<file path="config.mk">
export PLATFORM = sky130hd
export DESIGN_NAME = id_ex_reg
export DESIGN_NICKNAME = d
export VERILOG_FILES = /design/src/rtl/id_ex_reg.sv
export SDC_FILE = /design/constraint.sdc
export NUM_CORES = 1
export LEC_CHECK = 0
export CAP_MARGIN = 10
export CELL_PAD_IN_SITES_DETAIL_PLACEMENT = 1
export CELL_PAD_IN_SITES_GLOBAL_PLACEMENT = 1
export CORE_MARGIN = 1
export CORE_UTILIZATION = 31
export CTS_BUF_LIST = sky130_fd_sc_hd__clkbuf_4
export DETAILED_ROUTE_END_ITERATION = 16
export PLACE_DENSITY = 0.79
export SLEW_MARGIN = 0
export SYNTH_ARGS = -nofsm -noshare
export SYNTH_HDL_FRONTEND = slang
export SYNTH_SLANG_ARGS = --single-unit
export TNS_END_PERCENT = 50
</file>
<file path="constraint.sdc">
create_clock -name clk -period 3.94 [get_ports clk]
set_clock_uncertainty 0.2 [all_clocks]
set_input_delay 0.985 -clock clk [delete_from_list [all_inputs] [get_ports clk]]
set_output_delay 0.985 -clock clk [all_outputs]
set_load 0.01 [all_outputs]
</file>
<file path="src/rtl/id_ex_reg.sv">
// ID/EX pipeline register of the RV32I core, with load-use hazard detection,
// flush/stall handling and a saturating bubble counter.
module id_ex_reg #(
    parameter int XLEN  = 32,
    parameter int CNT_W = 16
) (
    input  logic             clk,
    input  logic             rst,
    input  logic             id_valid,
    input  logic [6:0]       id_opcode,
    input  logic [XLEN-1:0]  id_pc,
    input  logic [XLEN-1:0]  id_rs1data,
    input  logic [XLEN-1:0]  id_rs2data,
    input  logic [XLEN-1:0]  id_imm,
    input  logic [4:0]       id_rs1,
    input  logic [4:0]       id_rs2,
    input  logic [4:0]       id_rd,
    input  logic [2:0]       id_funct3,
    input  logic             id_funct7b5,
    input  logic             id_branch,
    input  logic             id_memread,
    input  logic             id_memtoreg,
    input  logic             id_memwrite,
    input  logic             id_alusrc,
    input  logic             id_regwrite,
    input  logic             id_aluinputpc,
    input  logic             id_branchjalx,
    input  logic             id_alu2pc,
    input  logic [1:0]       id_aluop,
    input  logic             stall,
    input  logic             flush,
    output logic [XLEN-1:0]  ex_pc,
    output logic [XLEN-1:0]  ex_rs1data,
    output logic [XLEN-1:0]  ex_rs2data,
    output logic [XLEN-1:0]  ex_imm,
    output logic [4:0]       ex_rs1,
    output logic [4:0]       ex_rs2,
    output logic [4:0]       ex_rd,
    output logic [2:0]       ex_funct3,
    output logic             ex_funct7b5,
    output logic             ex_branch,
    output logic             ex_memread,
    output logic             ex_memtoreg,
    output logic             ex_memwrite,
    output logic             ex_alusrc,
    output logic             ex_regwrite,
    output logic             ex_aluinputpc,
    output logic             ex_branchjalx,
    output logic             ex_alu2pc,
    output logic [1:0]       ex_aluop,
    output logic             ex_valid,
    output logic             clearcontrol,
    output logic             hold_ifid,
    output logic [CNT_W-1:0] bubble_cnt
);

    localparam logic [4:0] OPC_LUI    = 5'b01101;
    localparam logic [4:0] OPC_AUIPC  = 5'b00101;
    localparam logic [4:0] OPC_JAL    = 5'b11011;
    localparam logic [4:0] OPC_REG    = 5'b01100;
    localparam logic [4:0] OPC_STORE  = 5'b01000;
    localparam logic [4:0] OPC_BRANCH = 5'b11000;

    function automatic logic [CNT_W-1:0] sat_inc(input logic [CNT_W-1:0] c);
        return (&c) ? c : c + 1'b1;
    endfunction

    logic [10:0] ctrl_p0;
    logic [10:0] ctrl_p1;
    logic [4:0]  opc;
    logic        uses_rs1;
    logic        uses_rs2;
    logic        loaduse;
    logic        bubble;
    logic        advance;
    logic        squash;
    logic        unused_opcode_lsbs;

    assign unused_opcode_lsbs = &{1'b0, id_opcode[1:0]};

    assign ctrl_p0 = {id_branch, id_memread, id_memtoreg, id_memwrite, id_alusrc,
                      id_regwrite, id_aluinputpc, id_branchjalx, id_alu2pc, id_aluop};

    assign opc      = id_opcode[6:2];
    assign uses_rs1 = !(opc == OPC_LUI || opc == OPC_AUIPC || opc == OPC_JAL);
    assign uses_rs2 = (opc == OPC_REG) || (opc == OPC_STORE) || (opc == OPC_BRANCH);

    // A load whose result is needed in ID forces one bubble; x0 never creates a dependency.
    assign loaduse = id_valid & ex_valid & ex_memread & (ex_rd != 5'd0) &
                     ((uses_rs1 & (ex_rd == id_rs1)) | (uses_rs2 & (ex_rd == id_rs2))) &
                     ~flush;

    assign bubble       = loaduse & ~stall;
    assign clearcontrol = bubble;
    assign hold_ifid    = bubble;

    // Flush overrides stall; any advancing edge with flush or a bubble zeroes the stage.
    assign advance = flush | ~stall;
    assign squash  = flush | loaduse;

    // ---- ID -> EX stage boundary ----
    always_ff @(posedge clk or negedge rst) begin
        if (!rst) begin
            ctrl_p1     <= '0;
            ex_valid    <= 1'b0;
            ex_pc       <= '0;
            ex_rs1data  <= '0;
            ex_rs2data  <= '0;
            ex_imm      <= '0;
            ex_rs1      <= '0;
            ex_rs2      <= '0;
            ex_rd       <= '0;
            ex_funct3   <= '0;
            ex_funct7b5 <= 1'b0;
            bubble_cnt  <= '0;
        end else if (advance) begin
            ctrl_p1     <= (squash || !id_valid) ? '0 : ctrl_p0;
            ex_valid    <= ~squash & id_valid;
            ex_pc       <= squash ? '0 : id_pc;
            ex_rs1data  <= squash ? '0 : id_rs1data;
            ex_rs2data  <= squash ? '0 : id_rs2data;
            ex_imm      <= squash ? '0 : id_imm;
            ex_rs1      <= squash ? '0 : id_rs1;
            ex_rs2      <= squash ? '0 : id_rs2;
            ex_rd       <= squash ? '0 : id_rd;
            ex_funct3   <= squash ? '0 : id_funct3;
            ex_funct7b5 <= ~squash & id_funct7b5;
            if (bubble) begin
                bubble_cnt <= sat_inc(bubble_cnt);
            end
        end
    end

    assign {ex_branch, ex_memread, ex_memtoreg, ex_memwrite, ex_alusrc,
            ex_regwrite, ex_aluinputpc, ex_branchjalx, ex_alu2pc, ex_aluop} = ctrl_p1;

endmodule

</file>
# After elaboration in Yosys (flattened, before gate mapping)
# Cells that the tools add are included.
# Widths: inputs -> output; s select.
# totals
output_inout_bits	177
regBits	175
input_bits	170
elab_cells	57
# classes
n_addsub	1
reduce_logical	10
bitwise_logic	17
mux	9
eq_ne	8
# op_table
operator	n
$mux 32	4
$add 16x1->16 const B	1
$reduce_and 16->1	1
$eq 5x4->1 const B	3
$mux 5	3
$mux 11	1
$and 1x1->1	10
$eq 5x5->1	2
$eq 5x5->1 const B	2
$eq 5x3->1 const B	1
$logic_or 1x1->1	5
$reduce_bool 5->1	1
$not 1->1	4
$mux 3	1
$or 1x1->1	3
$reduce_and 3->1	1
$logic_not 1->1	2

# Logic depth before layout (Yosys ltp)
# logic_depth
depth_word	11
depth_mapped	8
depth_no_buf	7

# Worst setup path after synthesis
# Ideal clock, no wire load.
# synth_timing
kind	input port to output port
start	input port id_opcode[4]
end	output port hold_ifid
stages	6
t_required_ps	2755
path_slack_ps	334
t_arrival_ps	2421
path_buffers	2
path_cell_list	a211oi_2 nand4_1 or4_4 a211oi_4 buf_6 buf_4
# synth_between
elab_chain_cells	9
word_cells_on_any_way	17
classes_between	eq/ne (6); bitwise (6); reduce/logical (5)
# synth_rtl
item	line_no	source
start: declaration	10	input logic [6:0] id_opcode,
$eq 5x4->1 or $eq 5x3->1 (tied branches)	85	assign uses_rs1 = !(opc == OPC_LUI || opc == OPC_AUIPC || opc == OPC_JAL);
$logic_or 1x1->1 (2 in a row)	85	
$logic_not 1->1	85	
$and 1x1->1	90	((uses_rs1 & (ex_rd == id_rs1)) | (uses_rs2 & (ex_rd == id_rs2))) &
$or 1x1->1 *	90	
$and 1x1->1 *	89	assign loaduse = id_valid & ex_valid & ex_memread & (ex_rd != 5'd0) &
$and 1x1->1 *	90	
$and 1x1->1 *	93	assign bubble = loaduse & ~stall;
end: declaration	53	output logic hold_ifid,
# Mark *: on every way between the ends. The rest lies on a longest branch, timed or not.

# Worst setup path after layout
# layout_timing
start	input port id_opcode[5]
end	output port hold_ifid
# The elaborated chain is that of the path after synthesis.

==> flow_metrics.py <==
metrics = {
    "clock_network": {
        "clockBufferDepth": 2,
        "cts-root-buf": "clkbuf_4",
        "clock_latency_ns": 0.53,
        "ctsHoldBuffers": 0,
        "cts_tree": "done",
        "cts_sinks": 175,
        "htree_levels": 4,
        "cts_made_buffers": 17,
        "path_clk_slew_ns": 0.15,
    },
    "floorplanning": {
        "die_area_sq_um": 21740,
        "core-area_sq_um": 20490,
        "top_level_ports": 347,
        "die-width_um": 147.4,
        "chipHeight_um": 147.4,
        "fp-row-count": 52,
        "initial_utilization": 0.3199,
    },
    "yosys": {
        "syn_area_sq_um": 6556,
        "synth_seq_cells": 175,
        "synth_edf_count": 0,
        "synth_flop_cell": "dfrtp_1",
        "synth-warning-count": 0,
        "synth_nets": 623,
        "ys_seq_area_frac": 0.6679,
        "synth-simple-area-share": 0.04790,
        "synthMuxAreaShare": 0.003435,
        "synth_compound_area_frac": 0.2218,
        "yosysTopAreaCell": "dfrtp_1",
        "synth_area_leaders": "dfrtp_1, a22o_1, xnor2_1",
        "postSynth.asyncResetShare": 1.000,
        "synth_top_family_by_area": "compound AO/OA/AOI/OAI gates",
        "yosys.cell_types.count": 33,
        "synthAdderAreaFrac": 0.001908,
        "synth.most_common_cell": "dfrtp_1",
        "synth.avg_cell_area_sq_um": 14.51,
        "syn_inst": 452,
        "synth_commonest_cells": "dfrtp_1, a22o_1, clkbuf_1, xnor2_1, a32o_1",
        "yosys.area.top_type_share": 0.6679,
        "synth-xor-area-share": 0.03073,
    },
    "pwr": {
        "leakage_nw": 4.700,
        "p_per_area_nw_per_um2": 340.2,
        "irDropWorstVdd_mv": 0.2905,
        "p_total_mw": 3.611,
    },
    "setup_path": {
        "critical_path.max_fanout": 3,
        "cp_top_family": "simple AND/OR/NAND/NOR gates",
        "slowest_stage": "or4_4",
        "reg2reg_setup_slack_ns": 1.13,
        "worstReg2RegStart": "ex_rd[2]",
        "start_kind": "primary input",
        "critPathRequiredTime_ns": 2.75,
        "rr_endpoint": "bubble_cnt[14]",
        "worstSetupPathType": "primary input to primary output",
        "end_kind": "primary output",
        "cp.arrival_ns": 2.67,
        "path_cells": "clkdlybuf4s50_1 > nand4_1 > or4_4 > a211oi_4 > buf_2",
        "crit_buf_inv": 2,
        "rr_worst_depth": 8,
        "slowest_delay_ns": 0.56,
    },
    "sta": {
        "setup_viol": 0,
        "clock.fmax_mhz": 259.7,
        "finalHoldViolations": 0,
        "tightest_slew_ns": 0.7842,
        "relSlewSlack": 0.4772,
        "post-route-min-period_ns": 3.851,
        "grt_setup_unrepaired": "no",
        "period_share": 0.9774,
        "slew_violations": 0,
    },
    "run": {
        "cap_violations": 0,
    },
    "drt": {
        "vias_per_cell": 4.992,
        "wl_mm": 22.30,
        "dr.pass1.iters": 4,
        "drtIter0Drc": 282,
        "ant_nets": 0,
        "avgRoutedWirePerCell_um": 20.82,
        "vias": 5346,
        "drc_errors": 0,
    },
    "run_status": {
        "status": "finished clean",
    },
    "layout": {
        "fillers": 2071,
        "final_net_count": 958,
        "drive_above_1_share": 0.07500,
        "syn_to_final_growth_pct": 61.93,
        "finish.utilization": 0.5180,
    },
    "grt": {
        "overflow": 0,
        "antenna_found_initial": 1,
        "grt_max_degree": 158,
        "grt_pass1_vias": 6026,
        "grt_pass1_wl_mm": 34.69,
        "grtUsageTotal": 0.2065,
    },
    "place": {
        "hpwl_mm": 16.32,
        "place.gp.congestion": 0.8349,
        "io_buffer_count": 344,
    },
    "hold_path": {
        "hold_class": "primary input to asynchronous set/reset pin",
    },
}
==> power breakdown <==
part	total [mW]	switching, mW	leakage [nW]	internal [mW]
Combinational	0.621	0.246	2.20	0.376
Clock	1.04	0.693	0.159	0.350
Sequential	1.95	0.0624	2.34	1.88
Total	3.61	1.00	4.70	2.61
==> cells in the final DEF, fill, tap and decap left out, types with 3 or more instances in the layout <==
cell	instances
a22o_1	148
a32o_1	11
and3_1	8
buf_12	4
buf_4	8
clkbuf_4	18
clkdlybuf4s50_1	335
clkinv_4	3
dfrtp_1	175
dlymetal6s2s_1	6
inv_6	3
inv_8	4
nand2_1	3
nand3_1	5
nand3_2	3
nand4_1	6
nand4_2	4
nor2_1	4
xnor2_1	17
xor2_1	6
==> worst max path at each step <==
stage | from | to | slack (ns) | cells past startpoint
floorplan | id_opcode[4] | hold_ifid | 0.33 | 6
global placement | id_opcode[4] | hold_ifid | -0.40 | 6
detailed placement | id_opcode[4] | hold_ifid | -0.43 | 6
CTS | id_opcode[4] | hold_ifid | 0.01 | 6
global route | id_rs2[1] | hold_ifid | 0.02 | 5
finish | id_opcode[5] | hold_ifid | 0.09 | 5
==> final cells by class <==
class | count | area [sq um] | share of cell area
sequential | 175 | 4379 | 0.4125
multi-input combinational | 237 | 2019 | 0.1902
timing repair buffer | 356 | 3590 | 0.3381
clock inverter | 14 | 152.6 | 0.01438
antenna | 1 | 2.502 | 0.0002357
clock buffer | 18 | 135.1 | 0.01273
tap | 270 | 337.8 | 0.03182
==> metal layers <==
layer	track usage	wire length, um	part of all wire	up-vias
met4	0.06856	539	0.024	0
met1	0.2362	8635	0.39	2705
met3	0.06574	1584	0.071	30
met2	0.3637	11540	0.52	221
li1	-	-	-	2390
met5	0	0	0	-
==> flip-flops by register name, indices dropped and copies added, names as in the netlist <==
signal       flops
bubble_cnt      16
ex_rs2data      32
ex_funct3        3
ex_imm          32
ex_pc           32
ex_funct7b5      1
ex_rs1           5
ctrl_p1         11
ex_valid         1
ex_rs1data      32
ex_rd            5
ex_rs2           5
==> logic make-up after synthesis <==
kind of cell / Yosys count
DFF: 175
AOI/OAI and AO/OA: 164
and+or+nand+nor: 47
buffers and inverters: 40
xor gates and xnor gates: 23
muxes: 2
adders and majority gates: 1
==> timing repair <==
action                                  4_1_cts  5_1_grt
setup buffers                                 0        1
resized for setup                             9        6
endpoints found under the setup margin        2        2
pin swaps                                     1        3
==> metrics by stage <==
step	setup slack, ns	hold WS, ns	TNS, ns	area (sq um)	instances
floorplan	0.3342	0.3187	0	6556	452
global placement	-0.3999	0.2759	-0.7945	10310	1037
detailed placement	-0.4302	0.2827	-0.8586	10310	1037
CTS	0.01305	0.1901	0	10590	1069
global route	0.02424	0.2015	0	10620	1071
finish	0.08916	0.2162	0	10620	1071
No activity file was read; power rests on OpenSTA's default activity.
